[config.mk]
export PLATFORM = sky130hd
export DESIGN_NAME = csr_access_responder
export DESIGN_NICKNAME = d
export VERILOG_FILES = /design/src/rtl/csr_access_responder.sv
export SDC_FILE = /design/constraint.sdc
export NUM_CORES = 1
export LEC_CHECK = 0
export CAP_MARGIN = 20
export CORE_ASPECT_RATIO = 2
export CORE_MARGIN = 8
export CORE_UTILIZATION = 48
export CTS_BUF_LIST = sky130_fd_sc_hd__clkbuf_4 sky130_fd_sc_hd__clkbuf_8
export DETAILED_ROUTE_END_ITERATION = 6
export PLACE_DENSITY_LB_ADDON = 0.1
export SYNTH_ARGS = -nofsm -noshare
export SYNTH_HDL_FRONTEND = slang
export SYNTH_SLANG_ARGS = --single-unit
[constraint.sdc]
create_clock -name clock_i -period 2 [get_ports clock_i]
set_clock_uncertainty 0.1 [all_clocks]
set_input_delay 0.3 -clock clock_i [delete_from_list [all_inputs] [get_ports clock_i]]
set_output_delay 0.3 -clock clock_i [all_outputs]
set_load 0.03 [all_outputs]
[src/rtl/csr_access_responder.sv]
// Machine-mode CSR responder: two-cycle READ/MODIFY servicing of CSR requests
// plus trap-entry and MRET commits to mstatus/mepc/mcause/mtval.
module csr_access_responder #(
   parameter int unsigned     XLEN        = 64,
   parameter logic [XLEN-1:0] HART_ID     = '0,
   parameter logic [XLEN-1:0] MISA_VALUE  = 64'h8000_0000_0014_1101,
   parameter logic [XLEN-1:0] MTVEC_RESET = '0
) (
   input  logic            clock_i,
   input  logic            reset_ni,
   input  logic            csr_req_valid_i,
   output logic            csr_req_ready_o,
   input  logic [1:0]      csr_op_i,
   input  logic [11:0]     csr_addr_i,
   input  logic [XLEN-1:0] csr_wdata_i,
   output logic            csr_rsp_valid_o,
   output logic [XLEN-1:0] csr_rdata_o,
   output logic            csr_illegal_o,
   input  logic            trap_i,
   input  logic [XLEN-1:0] trap_pc_i,
   input  logic [XLEN-1:0] trap_cause_i,
   input  logic [XLEN-1:0] trap_tval_i,
   input  logic            mret_i,
   output logic            event_ack_o,
   output logic [XLEN-1:0] mtvec_o,
   output logic [XLEN-1:0] mepc_o,
   output logic            mie_o
);

   localparam logic [1:0] OP_READ = 2'b00;
   localparam logic [1:0] OP_RW   = 2'b01;
   localparam logic [1:0] OP_RS   = 2'b10;
   localparam logic [1:0] OP_RC   = 2'b11;

   localparam logic [11:0] ADDR_MSTATUS  = 12'h300;
   localparam logic [11:0] ADDR_MISA     = 12'h301;
   localparam logic [11:0] ADDR_MTVEC    = 12'h305;
   localparam logic [11:0] ADDR_MSCRATCH = 12'h340;
   localparam logic [11:0] ADDR_MEPC     = 12'h341;
   localparam logic [11:0] ADDR_MCAUSE   = 12'h342;
   localparam logic [11:0] ADDR_MTVAL    = 12'h343;
   localparam logic [11:0] ADDR_MHARTID  = 12'hF14;

   localparam int NUM_CSRS = 8;
   localparam logic [11:0] CSR_ADDR [NUM_CSRS] = '{
      ADDR_MSTATUS, ADDR_MISA, ADDR_MTVEC, ADDR_MSCRATCH,
      ADDR_MEPC, ADDR_MCAUSE, ADDR_MTVAL, ADDR_MHARTID
   };
   // Bit i set when CSR_ADDR[i] is read-only (misa, mhartid).
   localparam logic [NUM_CSRS-1:0] CSR_RO = 8'b1000_0010;

   localparam logic [XLEN-1:0] ALIGN_MASK = {{(XLEN-2){1'b1}}, 2'b00};

   typedef enum logic [1:0] {ST_RESET, ST_IDLE, ST_READ, ST_MODIFY} state_t;

   state_t            state_reg, state_next;
   logic [1:0]        op_reg;
   logic [11:0]       addr_reg;
   logic [XLEN-1:0]   wdata_reg;
   logic [XLEN-1:0]   old_reg;
   logic              illegal_reg;
   logic              mie_reg, mpie_reg;
   logic [XLEN-1:0]   mtvec_reg, mscratch_reg, mepc_reg, mcause_reg, mtval_reg;

   logic [NUM_CSRS-1:0] addr_hit;
   logic [XLEN-1:0]     rd_value, mstatus_value, new_value;
   logic                rd_illegal, write_attempt;
   logic                accept, trap_commit, mret_commit, csr_write;

   genvar gi;
   generate
      for (gi = 0; gi < NUM_CSRS; gi++) begin : g_addr_hit
         assign addr_hit[gi] = (addr_reg == CSR_ADDR[gi]);
      end
   endgenerate

   // RS/RC with a zero operand is a pure read, so only a nonzero mask counts as a write.
   assign write_attempt = (op_reg == OP_RW) || ((op_reg == OP_RS || op_reg == OP_RC) && (wdata_reg != '0));
   assign rd_illegal    = (addr_hit == '0) || (((addr_hit & CSR_RO) != '0) && write_attempt);

   always_comb begin
      mstatus_value        = '0;
      mstatus_value[12:11] = 2'b11;
      mstatus_value[7]     = mpie_reg;
      mstatus_value[3]     = mie_reg;
   end

   always_comb begin
      rd_value = '0;
      case (addr_reg)
         ADDR_MSTATUS:  rd_value = mstatus_value;
         ADDR_MISA:     rd_value = MISA_VALUE;
         ADDR_MTVEC:    rd_value = mtvec_reg;
         ADDR_MSCRATCH: rd_value = mscratch_reg;
         ADDR_MEPC:     rd_value = mepc_reg;
         ADDR_MCAUSE:   rd_value = mcause_reg;
         ADDR_MTVAL:    rd_value = mtval_reg;
         ADDR_MHARTID:  rd_value = HART_ID;
         default:       rd_value = '0;
      endcase
   end

   always_comb begin
      new_value = wdata_reg;
      case (op_reg)
         OP_RS:   new_value = old_reg | wdata_reg;
         OP_RC:   new_value = old_reg & ~wdata_reg;
         default: new_value = wdata_reg;
      endcase
   end

   always_comb begin
      state_next      = state_reg;
      csr_req_ready_o = 1'b0;
      csr_rsp_valid_o = 1'b0;
      event_ack_o     = 1'b0;
      case (state_reg)
         ST_RESET: state_next = ST_IDLE;
         ST_IDLE: begin
            csr_req_ready_o = !trap_i && !mret_i;
            event_ack_o     = trap_i || mret_i;
            if (csr_req_valid_i && csr_req_ready_o) begin
               state_next = ST_READ;
            end
         end
         ST_READ:  state_next = ST_MODIFY;
         ST_MODIFY: begin
            csr_rsp_valid_o = 1'b1;
            state_next      = ST_IDLE;
         end
         default:  state_next = ST_RESET;
      endcase
   end

   assign accept      = csr_req_valid_i && csr_req_ready_o;
   assign trap_commit = (state_reg == ST_IDLE) && trap_i;
   assign mret_commit = (state_reg == ST_IDLE) && !trap_i && mret_i;
   assign csr_write   = (state_reg == ST_MODIFY) && !illegal_reg && (op_reg != OP_READ);

   assign csr_rdata_o   = csr_rsp_valid_o ? old_reg : '0;
   assign csr_illegal_o = csr_rsp_valid_o && illegal_reg;
   assign mtvec_o       = mtvec_reg;
   assign mepc_o        = mepc_reg;
   assign mie_o         = mie_reg;

   always_ff @(posedge clock_i or negedge reset_ni) begin
      if (!reset_ni) begin
         state_reg    <= ST_RESET;
         op_reg       <= OP_READ;
         addr_reg     <= '0;
         wdata_reg    <= '0;
         old_reg      <= '0;
         illegal_reg  <= 1'b0;
         mie_reg      <= 1'b0;
         mpie_reg     <= 1'b0;
         mtvec_reg    <= MTVEC_RESET & ALIGN_MASK;
         mscratch_reg <= '0;
         mepc_reg     <= '0;
         mcause_reg   <= '0;
         mtval_reg    <= '0;
      end else begin
         state_reg <= state_next;
         if (accept) begin
            op_reg    <= csr_op_i;
            addr_reg  <= csr_addr_i;
            wdata_reg <= csr_wdata_i;
         end
         // Illegal requests answer with zero data, so capture zero up front.
         if (state_reg == ST_READ) begin
            old_reg     <= rd_illegal ? '0 : rd_value;
            illegal_reg <= rd_illegal;
         end
         if (trap_commit) begin
            mepc_reg   <= trap_pc_i & ALIGN_MASK;
            mcause_reg <= trap_cause_i;
            mtval_reg  <= trap_tval_i;
            mpie_reg   <= mie_reg;
            mie_reg    <= 1'b0;
         end else if (mret_commit) begin
            mie_reg  <= mpie_reg;
            mpie_reg <= 1'b1;
         end else if (csr_write) begin
            case (addr_reg)
               ADDR_MSTATUS: begin
                  mie_reg  <= new_value[3];
                  mpie_reg <= new_value[7];
               end
               ADDR_MTVEC:    mtvec_reg    <= new_value & ALIGN_MASK;
               ADDR_MSCRATCH: mscratch_reg <= new_value;
               ADDR_MEPC:     mepc_reg     <= new_value & ALIGN_MASK;
               ADDR_MCAUSE:   mcause_reg   <= new_value;
               ADDR_MTVAL:    mtval_reg    <= new_value;
               default: ;
            endcase
         end
      end
   end

endmodule
* Yosys cells after proc, flatten, opt, wreduce, memory -nomap -nowiden
Cells that the tools add are included.
Storage, ports and cells: output and inout bits 197, register bits 465, input port bits 275, word-level logic and storage cells 99
Cells by class: equal/unequal tests 16, muxes and demuxes 29, reductions and logical operators 36, bitwise gates (word level) 5
Operator list (count):
- $mux W64 | 14
- $pmux W64 S7 | 1
- $pmux W64 S2 | 1
- $eq A12 B10 Y1 const B | 7
- $and A64 B64 Y64 | 1
- $not A64 Y64 | 1
- $or A64 B64 Y64 | 1
- $reduce_bool A64 Y1 | 1
- $eq A12 B12 Y1 const B | 1
- $logic_and A1 B1 Y1 | 11
- $mux W1 | 11
- $reduce_bool A2 Y1 | 5
- $reduce_and A3 Y1 | 3
- $eq A2 B2 Y1 const B | 4
- $logic_not A8 Y1 | 1
- $reduce_and A4 Y1 | 2
- $reduce_bool A8 Y1 | 1
- $pmux W2 S3 | 1
- $reduce_bool A3 Y1 | 2
- $eq A2 B1 Y1 const B | 2
- $logic_or A1 B1 Y1 | 4
- $ne A2 B2 Y1 const B | 2
- $logic_not A1 Y1 | 3
- $logic_not A2 Y1 | 1
- other kinds (4) | 5

* Logic depth before layout (Yosys ltp)
depth after elaboration 7, mapped depth 11, depth with buffers taken out 7

* Worst setup path after synthesis
OpenSTA, ideal clock, no wires.
path type register -> register, from register state_reg[0], to register mtvec_reg[54] (netlist: mtvec_o[54]), buffers on the path 2, path slack -192 ps, library setup time 134 ps, stages on the path, launching flop included 9, arrival time 1958 ps, data required time 1766 ps, cells stage by stage dfrtp_1 -> ha_1 -> nor2b_1 -> and3_1 -> nand4_1 -> clkbuf_1 -> clkbuf_1 -> nand2_1 -> o21ai_0
On the way: word-level cells in the longest chain between the ends 5, elaborated cells between the ends (all ways) 10, classes of those cells 2 x eq/ne; 2 x bitwise; 6 x reduce/logical
Ends and longest elaborated chain:
- start: declaration | line 56 | state_t state_reg, state_next;
- start signal: assignment | line 162 | state_reg <= state_next;
- $eq A2 B1 Y1 | line 136, 137
- $logic_and A1 B1 Y1 (2 in series) | line 137 | assign mret_commit = (state_reg == ST_IDLE) && !trap_i && mret_i;
- $not A1 Y1 (no line)
- $reduce_and A4 Y1 (no line) *
- end signal: assignment | line 156 | mtvec_reg <= MTVEC_RESET & ALIGN_MASK;
- end signal: assignment | line 188 | ADDR_MTVEC: mtvec_reg <= new_value & ALIGN_MASK;
- end: declaration | line 63 | logic [XLEN-1:0] mtvec_reg, mscratch_reg, mepc_reg, mcause_reg, mtval_reg;
Mark *: on every way between the ends. The rest lies on a longest branch, timed or not. A chain may end at the register's enable or synchronous reset.

* Worst setup path in the final report
from register state_reg[1], to output port csr_rdata_o[60]
On the way: word-level cells in the longest chain between the ends 3
Ends and longest elaborated chain:
- $eq A2 B2 Y1 | line 117 | case (state_reg)
- $mux W1 | line 117
- $mux W64 | line 140 | assign csr_rdata_o = csr_rsp_valid_o ? old_reg : '0;
- end: declaration | line 17 | output logic [XLEN-1:0] csr_rdata_o,
Every way passes these cells.

==> metrics.md <==
| Metric | Value |
|---|---|
| Post-synthesis sequential area ratio | 0.5146 |
| Critical R2R Launch | addr_reg[7] |
| RSZ-0062 raised after global routing | yes |
| Status | finished with violations |
| Largest net degree at the start of global routing | slightly below 80 |
| Mapped Area | around 23,000 um2 |
| Initial Util | 0.4840 |
| Max_cap viols | 0 |
| IO buf count | 465 |
| Root buf cell | clkbuf_8 |
| Period utilization | 1.166 |
| Synthesized area per cell | about 9.6 um2 |
| Row cnt | approximately 110 |
| Worst-path fanout max | 13 |
| Die area | 54,520 um2 |
| Flop2flop setup slack | -0.31 ns |
| Post-synth EDFFs | 0 |
| I/O pin cnt | between 400 and 500 |
| Die Y | 322.3 um |
| Yosys top cell by area | dfrtp_1 |
| Final nets | between 3,000 and 4,000 |
| Worst VDD drop | ~0.84 mV |
| Setup WS post-layout | -0.3329 ns |
| First-pass GRT wire length | 136,600 um |
| Placed Area | about 29,000 um2 |
| Final instance area | between 30,000 and 40,000 um2 |
| # placed instances | roughly 3,400 |
| Max-slew violations | 0 |
| Fin crit period | 2.333 ns |
| Vias | approximately 22,000 |
| Post-route insts no fill | ~3,700 |
| Failing checks | setup timing |
| Worst hold slack | 0.1036 ns |
| Worst-Margin Slew | 0.5883 ns |
| CP Class | flop to primary output |
| All-Layer GR Usage | 0.3319 |
| Clock Path Buffers | 3 |
| Crit path DAT | about 1.9 ns |
| #FFs+latches synth | 463 |
| H-tree depth | 3 |
| Num CTS Buffers | 70 |
| Top FF cell, synth | dfrtp_1 |
| Synth cell types | slightly below 60 |
| Power density cells | 1370 nW/um2 |
| CTS tree | yes |
| Synth top area share | 0.5146 |
| Post-DP HPWL | 63,860 um |
| Met2 GRT Util | 0.5686 |
| Final ANT Viol Nets | 0 |
| Initial drt markers | about 2,000 |
| CP Cell Sequence | ha_4 -> buf_12 -> buf_16 -> and2_1 -> buf_6 |
| Vias in the first global route | ~23,000 |
| Slew Limit Headroom | 0.6042 |
| TritonRoute pass-1 iters | 6 |
| Reg2Reg Depth | 8 |
| Final setup violating endpoints | about 600 |
| Layout cells sized above 1 | 0.2882 |
| Cells after Synth | ~2,400 |
| Yosys warns | 0 |
| Hold crit path type | input port to async pin |
| LEAKAGE | about 0.016 uW |
| Chip Width | approximately 170 um |
| Top post-synthesis cells by area | dfrtp_1 51%, a21oi_1 9.7%, mux2_2 6.8% |
| Crit-path max cell delay | approximately 0.42 ns |
| Startpoint Class | flop |
| Total power | between 40,000 and 50,000 uW |
| Fmax achieved | around 430 MHz |
| Drt total wl | ~100,000 um |
| RR Endpoint | old_reg[33] |
| Req. time, crit path | approximately 1.6 ns |
| Met1 Resource Use GR | 0.3634 |
| Residual DRC | 0 |
| GP Congestion | ~0.92 |
| Num Clock Sinks | ~460 |
| Antenna violations before repair | 10 |
| CTS clk-pin slew, worst paths | about 0.07 ns |
| Grt ovf | 0 |
| Post-DR wirelength/cell | around 27 um |
| Most Crowded Layer GR | met2 |
| GRT met3 Usage | 0.07862 |
| Clock latency at the later pin of the worst-skew pair | between 0.6 and 0.7 ns |
| CP max stage cell | dfrtp_1 |
| Via/cell ratio | ~6 |
| Core box area | around 47,000 um2 |
| Ys async rst share | 1.000 |
| Area growth, synth to finish | 51.43% |
| Final hold violation count | 0 |
| CP endpoint kind | primary output |
routing by layer:
metal  wire, um  vias to the layer above
li1           -                     9544
met1      34540                    10860
met2      49190                     1404
met3       9114                      411
met4       8097                        4
met5         26                        -
cells in the mapped netlist, types with 34 or more instances:
cell and count:
buf_2 34, mux2_2 135, dfrtp_1 463, a22oi_1 108, nor2_1 203, a21oi_1 438, a21o_1 64, nand2b_1 58
clkbuf_1 129, o21ai_0 180, inv_1 68, nand2_1 197, and2_1 70, mux2i_1 67
report_power, final:
part / switching [uW] / internal [uW] / total (uW) / leakage [uW]
clock: 3950 / 4950 / 8900 / 0.000832
combinational: 12600 / 10200 / 22800 / 0.00953
sequential: 2760 / 12200 / 15000 / 0.00558
total: 19300 / 27400 / 46700 / 0.0159
worst max-delay path, delay by kind of cell (launching register included):
kind                       cells  cell delay (ns)
adders and majority gates      1             0.20
DFF                            1             0.42
buffers and inverters          3             0.46
and+or+nand+nor                1             0.18
cell families (layout without fill, tap and decap cells):
logic type / count (synthesis) / count (layout) / synth area share
compound gates: 833 / 833 / 0.2094
simple gates: 595 / 596 / 0.1240
other cells: 1 / 13 / 0.0001665
mux: 206 / 206 / 0.1013
buf+inv: 255 / 935 / 0.04890
fa+ha+maj: 3 / 3 / 0.001667
flops: 463 / 463 / 0.5146
how the worst max path moves through the flow:
stage | depth (start not counted) | from | slack [ns] | to
after detailed placement | 6 | addr_reg[7] | -0.37 | old_reg[0]
after global routing | 5 | state_reg[1] | -0.36 | csr_rdata_o[37]
after global placement | 7 | wdata_reg[50] | -0.33 | old_reg[18]
after floorplan | 7 | state_reg[1] | -0.08 | addr_reg[11]
final | 5 | state_reg[1] | -0.33 | csr_rdata_o[60]
after CTS | 5 | state_reg[0] | -0.35 | csr_rdata_o[18]
repair_timing:
item,in CTS,in global routing
buffers inserted,25,39
resized for setup,277,248
endpoints found under the setup margin,630,631
pin swaps,82,96
hold endpoints to repair,427,0
cloned,10,30
hold buffers,1,0
metrics by stage:
step / setup TNS, ns / setup WS [ns] / utilization
after global placement: -52.10 / -0.3292 / 0.6295
after global routing: -129.97 / -0.3625 / 0.7327
after detailed placement: -71.10 / -0.3738 / 0.6295
after floorplan: -8.737 / -0.08132 / -
after CTS: -99.31 / -0.3538 / 0.6934
final: -101.47 / -0.3329 / 0.7329
layout make-up:
class | count | area (um2)
sequential | 463 | 11600
multi-input combinational | 1642 | 11120
inverter | 68 | 257.7
timing repair buffer | 742 | 8733
fill | 3374 | 12430
clock inverter | 13 | 151.4
antenna | 9 | 22.52
clock buffer | 112 | 1435
tap | 627 | 784.5
placed cells by master (no fill, tap or decap), drive strengths merged, types with 71 or more instances in the layout:
master,n
buf,321
and2,71
a21oi,438
o21ai,192
a22oi,108
nand2,197
dfrtp,463
clkdlybuf4s50,347
clkbuf,135
mux2,135
nor2,203
Note: power is estimated with default switching activity, not from simulation.
